==> src/rtl/cacheline_arbiter_pkg.sv <==
// Shared types for the I/D cacheline arbiter: FSM state encoding,
// grant identity and the round-robin selection helper.
package cacheline_arbiter_pkg;

    typedef enum logic [1:0] {
        IDLE,
        SERVE_I,
        SERVE_D,
        RECOVER
    } arb_state_t;

    typedef enum logic {
        GRANT_I,
        GRANT_D
    } arb_grant_t;

    // Pick the requester to grant. Under contention the side that was
    // not served last wins; otherwise the only requester wins.
    function automatic arb_grant_t rr_pick(
        input logic       req_i,
        input logic       req_d,
        input arb_grant_t last
    );
        if (req_d && (!req_i || last == GRANT_I)) begin
            return GRANT_D;
        end
        return GRANT_I;
    endfunction

endpackage

==> src/rtl/cacheline_arbiter.sv <==
// Arbitrates the single physical-memory line port between the I-cache
// (reads only) and the D-cache (reads and writebacks), one at a time.
// Ports:
//   clk, rst                  clock, async active-high reset
//   i_read/i_addr             I-cache request; i_rdata/i_resp back
//   d_read/d_write/d_addr/
//   d_wdata                   D-cache request; d_rdata/d_resp back
//   pmem_read/pmem_write/
//   pmem_addr/pmem_wdata      registered request to the line adaptor
//   pmem_rdata/pmem_resp      adaptor completion
module cacheline_arbiter
    import cacheline_arbiter_pkg::*;
#(
    parameter int LINE_W = 256,
    parameter int ADDR_W = 32
) (
    input  logic              clk,
    input  logic              rst,

    input  logic              i_read,
    input  logic [ADDR_W-1:0] i_addr,
    output logic [LINE_W-1:0] i_rdata,
    output logic              i_resp,

    input  logic              d_read,
    input  logic              d_write,
    input  logic [ADDR_W-1:0] d_addr,
    input  logic [LINE_W-1:0] d_wdata,
    output logic [LINE_W-1:0] d_rdata,
    output logic              d_resp,

    output logic              pmem_read,
    output logic              pmem_write,
    output logic [ADDR_W-1:0] pmem_addr,
    output logic [LINE_W-1:0] pmem_wdata,
    input  logic [LINE_W-1:0] pmem_rdata,
    input  logic              pmem_resp
);

    arb_state_t        state_q, state_d;
    arb_grant_t        last_q,  last_d;
    logic [ADDR_W-1:0] addr_q,  addr_d;
    logic              wr_q,    wr_d;
    logic [LINE_W-1:0] wdata_q, wdata_d;

    logic       req_i;
    logic       req_d;
    arb_grant_t pick;

    assign req_i = i_read;
    assign req_d = d_read | d_write;
    assign pick  = rr_pick(req_i, req_d, last_q);

    // State and latched transaction registers.
    always_ff @(posedge clk or posedge rst) begin
        if (rst) begin
            state_q <= IDLE;
            last_q  <= GRANT_I;
            addr_q  <= '0;
            wr_q    <= 1'b0;
            wdata_q <= '0;
        end else begin
            state_q <= state_d;
            last_q  <= last_d;
            addr_q  <= addr_d;
            wr_q    <= wr_d;
            wdata_q <= wdata_d;
        end
    end

    // Next state plus capture of the granted request. The memory side
    // only ever sees these latched copies, so requesters may change
    // their inputs freely once granted.
    always_comb begin
        state_d = state_q;
        last_d  = last_q;
        addr_d  = addr_q;
        wr_d    = wr_q;
        wdata_d = wdata_q;
        unique case (state_q)
            IDLE: begin
                if (req_i || req_d) begin
                    last_d = pick;
                    if (pick == GRANT_D) begin
                        state_d = SERVE_D;
                        addr_d  = d_addr;
                        // A simultaneous read+write is treated as write.
                        wr_d    = d_write;
                        wdata_d = d_wdata;
                    end else begin
                        state_d = SERVE_I;
                        addr_d  = i_addr;
                        wr_d    = 1'b0;
                    end
                end
            end
            SERVE_I, SERVE_D: begin
                if (pmem_resp) begin
                    state_d = RECOVER;
                end
            end
            RECOVER: begin
                // Gives the served cache a cycle to drop its request.
                state_d = IDLE;
            end
            default: begin
                state_d = IDLE;
            end
        endcase
    end

    // Outputs: memory request from registers only; responses pass the
    // adaptor pulse through to whichever side currently holds the grant.
    always_comb begin
        pmem_read  = 1'b0;
        pmem_write = 1'b0;
        i_resp     = 1'b0;
        d_resp     = 1'b0;
        unique case (state_q)
            SERVE_I: begin
                pmem_read = 1'b1;
                i_resp    = pmem_resp;
            end
            SERVE_D: begin
                pmem_read  = ~wr_q;
                pmem_write = wr_q;
                d_resp     = pmem_resp;
            end
            default: begin
            end
        endcase
    end

    assign pmem_addr  = addr_q;
    assign pmem_wdata = wdata_q;
    assign i_rdata    = pmem_rdata;
    assign d_rdata    = pmem_rdata;

    a_d_rw_excl: assert property (
        @(posedge clk) disable iff (rst) !(d_read && d_write)
    );

endmodule
==> config.mk <==
export PLATFORM = sky130hd
export DESIGN_NAME = cacheline_arbiter
export DESIGN_NICKNAME = d
export VERILOG_FILES = /design/src/rtl/cacheline_arbiter_pkg.sv /design/src/rtl/cacheline_arbiter.sv
export SDC_FILE = /design/constraint.sdc
export NUM_CORES = 1
export LEC_CHECK = 0
export CAP_MARGIN = 20
export CORE_AREA = 2 2 544 546
export CTS_CLUSTER_SIZE = 10
export DETAILED_ROUTE_END_ITERATION = 16
export DIE_AREA = 0 0 546 548
export PLACE_DENSITY = 0.3
export SLEW_MARGIN = 10
export SYNTH_ARGS = -nofsm -noshare
export SYNTH_HDL_FRONTEND = slang
export SYNTH_SLANG_ARGS = --single-unit
export TNS_END_PERCENT = 10
==> constraint.sdc <==
create_clock -name clk -period 9.95 [get_ports clk]
set_clock_uncertainty 0.1 [all_clocks]
set_input_delay 1.4925 -clock clk [delete_from_list [all_inputs] [get_ports clk]]
set_output_delay 1.4925 -clock clk [all_outputs]
set_load 0.02 [all_outputs]
==> key figures <==
Outcome
  – Run status: finished clean

Global routing
  – First-pass GRT wire length: 153 mm
  – Antenna violations before repair: 99
  – GRT Resource Usage Total: 0.0830
  – Total congestion overflow: 0
  – Pin count of the biggest net entering global routing: 117
  – Vias in the first global route: 10.3k

Floorplan
  – Die height: 548 µm
  – DIE WIDTH: 546 µm
  – Core ar.: 293,000 µm²
  – Initial Utilization: 0.0551
  – IO Pins: 1,386
  – FP Rows: 199
  – Die area: 299,000 µm²

Setup path
  – Max FO, Critical Path: 3
  – CP Capture Type: output pin
  – Worst R2R End: pmem_wdata[76]$_DFFE_PP0P_
  – CP arrival: 3.15 ns
  – Crit-path slowest cell: clkdlybuf4s50_1
  – Cell repeated most along the worst path: clkdlybuf4s50_1
  – Worst path cell trace: clkdlybuf4s50_1, and2_1, clkdlybuf4s50_1
  – Required time of the critical path: 8.36 ns
  – Critical path class: input pin to output pin
  – Flop2flop setup slack: 6.44 ns
  – Worst R2R Path Depth: 6
  – CP Launch Point: pmem_resp
  – Slowest stage delay, CP: 0.91 ns
  – Worst r2r src: state_q[0]$_DFFE_PP0P_
  – CP startpoint kind: input pin
  – CP endpoint: i_resp

Clocking
  – CTS tree: yes
  – Clock H-tree levels: 2
  – CTS sink cnt: 292
  – Clk slew on worst S/H paths: 0.05 ns
  – Clock root buffer: clkbuf_16
  – Cts-stage hold buffer count: 0
  – Post-cts resize count: 0
  – Setup Fix Bufs, Post-CTS: 0
  – CTS buffer count: 44
  – Clk buf depth: 3
  – Clk Latency, worst-skew pair: 0.66 ns

Final layout
  – Layout fillers: 33.9k
  – Nets: 1,927
  – Area Overhead vs Synth: 52.2%
  – Fraction of layout cells with a size suffix above 1: 0.248

Power and ir drop
  – Worst vdd ir: 0.160 mV
  – Static Leak: 8.73 nW
  – Power Dens Cells: 347 nW/µm²

Drt
  – Drt total wl: 128 mm
  – Vias post-DR: 9,807
  – Avg WL per Cell: 24.1 µm
  – DR iter-0 viols: 338
  – Vias per std cell: 1.85
  – Drt first pass iters: 4
  – DRC: 0
  – Post-route ant nets: 0

STA
  – # setup viols final: 0
  – Crit path time final: 4.74 ns
  – Maximum clock frequency: 211 MHz
  – Slew at the pin closest to its max-slew limit: 1.04 ns
  – RSZ-0062 raised after global routing: false
  – Final period utilization: 0.476
  – Final TNS setup: 0 ns
  – Fin Hold WS: 0.378 ns
  – Fin. Hold Viols: 0
  – Fin. max-slew vios: 0
  – Slew Limit Headroom: 0.306

Synthesis
  – Post-synth cell types: 25
  – Sequential fraction of the synthesis area: 0.452
  – Syn Area/Cell: 13.2 µm²
  – Post-synthesis cell area: 16,200 µm²
  – Synthesized instance count: 1,221
  – #FFs+latches synth: 292
  – Synthesized Nets: 1,807
  – Ys Warns: 0

Hold path
  – Worst Hold Class: flip-flop to flip-flop

Place
  – Port bufs: 617
  – Routability cong.: 0.721
  – Dpl hpwl: 111 mm

Run
  – Max-Cap Viols: 0
[layout make-up]
type	instances	area [µm²]	area share
Timing Repair Buffer	625	6260	0.255
Clock inverter	17	337	0.0137
Clock buffer	62	1270	0.0516
Tap cell	3919	4900	0.199
Multi-Input combinational cell	375	4470	0.182
Sequential cell	292	7310	0.297
Antenna cell	12	30.0	0.00122
Inverter	3	18.8	0.000763
[Yosys cell counts]
cell	instances	area, µm²
buf_2	7	35.0
dfrtp_1	292	7310
o21ai_0	32	160
and2_4	1	8.76
nor2b_1	2	12.5
mux2i_1	34	340
buf_6	4	45.0
and2_1	3	18.8
mux2_2	55	619
o2bb2ai_2	1	15.0
a22o_1	1	8.76
a21oi_1	2	10.0
o31ai_1	1	7.51
mux2_4	202	3030
a2bb2oi_2	1	15.0
ha_1	4	50.1
nor3_1	1	5.00
buf_12	22	440
nor2_1	1	3.75
inv_1	3	11.3
buf_4	515	3870
nand2_1	32	120
a21o_1	1	7.51
o21a_1	1	7.51
clkbuf_1	3	11.3
[state kept, by name (all words and copies together) (netlist names)]
| name | cells |
|---|---|
| wr_q | 1 |
| pmem_addr | 32 |
| pmem_wdata | 256 |
| last_q | 1 |
| state_q | 2 |
[critical path: cells and delay by family]
kind          cells  cell delay (ns)
simple gates      1             0.16
buf+inv           2             1.47
[cell usage in the layout (no fill, tap or decap), drive strengths merged, types with 2 or more instances in the layout]
master	netlist	routed
dfrtp	292	292
nand2	32	32
clkdlybuf4s50	0	617
a21oi	2	2
clkinv	0	6
clkinvlp	0	3
ha	4	4
inv	3	4
and2	4	4
diode	0	12
mux2	257	257
clkbuf	3	62
buf	548	8
nor2b	2	2
o21ai	32	32
bufinv	0	7
mux2i	34	34
[cell families (layout without fill, tap and decap cells)]
logic type,after synthesis,count (layout),synth area share
AOI/OAI and AO/OA,40,40,0.0143
adders and majority gates,4,4,0.00310
buffers and inverters,554,707,0.273
DFF,292,292,0.452
muxes,291,291,0.247
other,0,12,0
and+or+nand+nor,40,40,0.0105
[how the worst min path moves through the flow]
stage,start,to,slack [ns],cells after the start
global route,pmem_addr[11]$_DFFE_PP0P_,pmem_addr[11]$_DFFE_PP0P_,0.40,2
global placement,pmem_addr[19]$_DFFE_PP0P_,pmem_addr[19]$_DFFE_PP0P_,0.36,2
floorplan,wr_q$_DFFE_PP0P_,wr_q$_DFFE_PP0P_,0.38,1
finish,pmem_addr[23]$_DFFE_PP0P_,pmem_addr[23]$_DFFE_PP0P_,0.38,2
CTS,pmem_addr[23]$_DFFE_PP0P_,pmem_addr[23]$_DFFE_PP0P_,0.38,2
detailed placement,pmem_addr[23]$_DFFE_PP0P_,pmem_addr[23]$_DFFE_PP0P_,0.37,2
[per-stage QoR]
stage	utilization	cell area (µm²)	cells	total power, mW	setup slack (ns)
2_1_floorplan	-	16200	1221	4.59	0.295
3_3_place_gp	0.0783	23000	5214	6.96	4.85
3_5_place_dp	0.0783	23000	5214	6.95	4.81
4_1_cts	0.0838	24600	5293	8.85	5.07
5_1_grt	0.0838	24600	5293	9.14	5.13
6_report	0.0839	24600	5305	8.55	5.21
[per-layer routing]
layer / up-vias / track usage / part of all wire
met5: - / 0.00617 / 0.0017
li1: 3803 / - / -
met4: 6 / 0.0229 / 0.036
met1: 4507 / 0.0923 / 0.39
met3: 346 / 0.0726 / 0.19
met2: 1145 / 0.115 / 0.39
[report_power, final]
| group | switching [mW] | internal [mW] | total [mW] | leakage (nW) |
|---|---|---|---|---|
| clock network | 0.716 | 1.08 | 1.79 | 0.769 |
| registers | 0.368 | 1.81 | 2.17 | 3.47 |
| logic | 2.53 | 2.05 | 4.58 | 4.49 |
(Power assumes the default switching activity.)
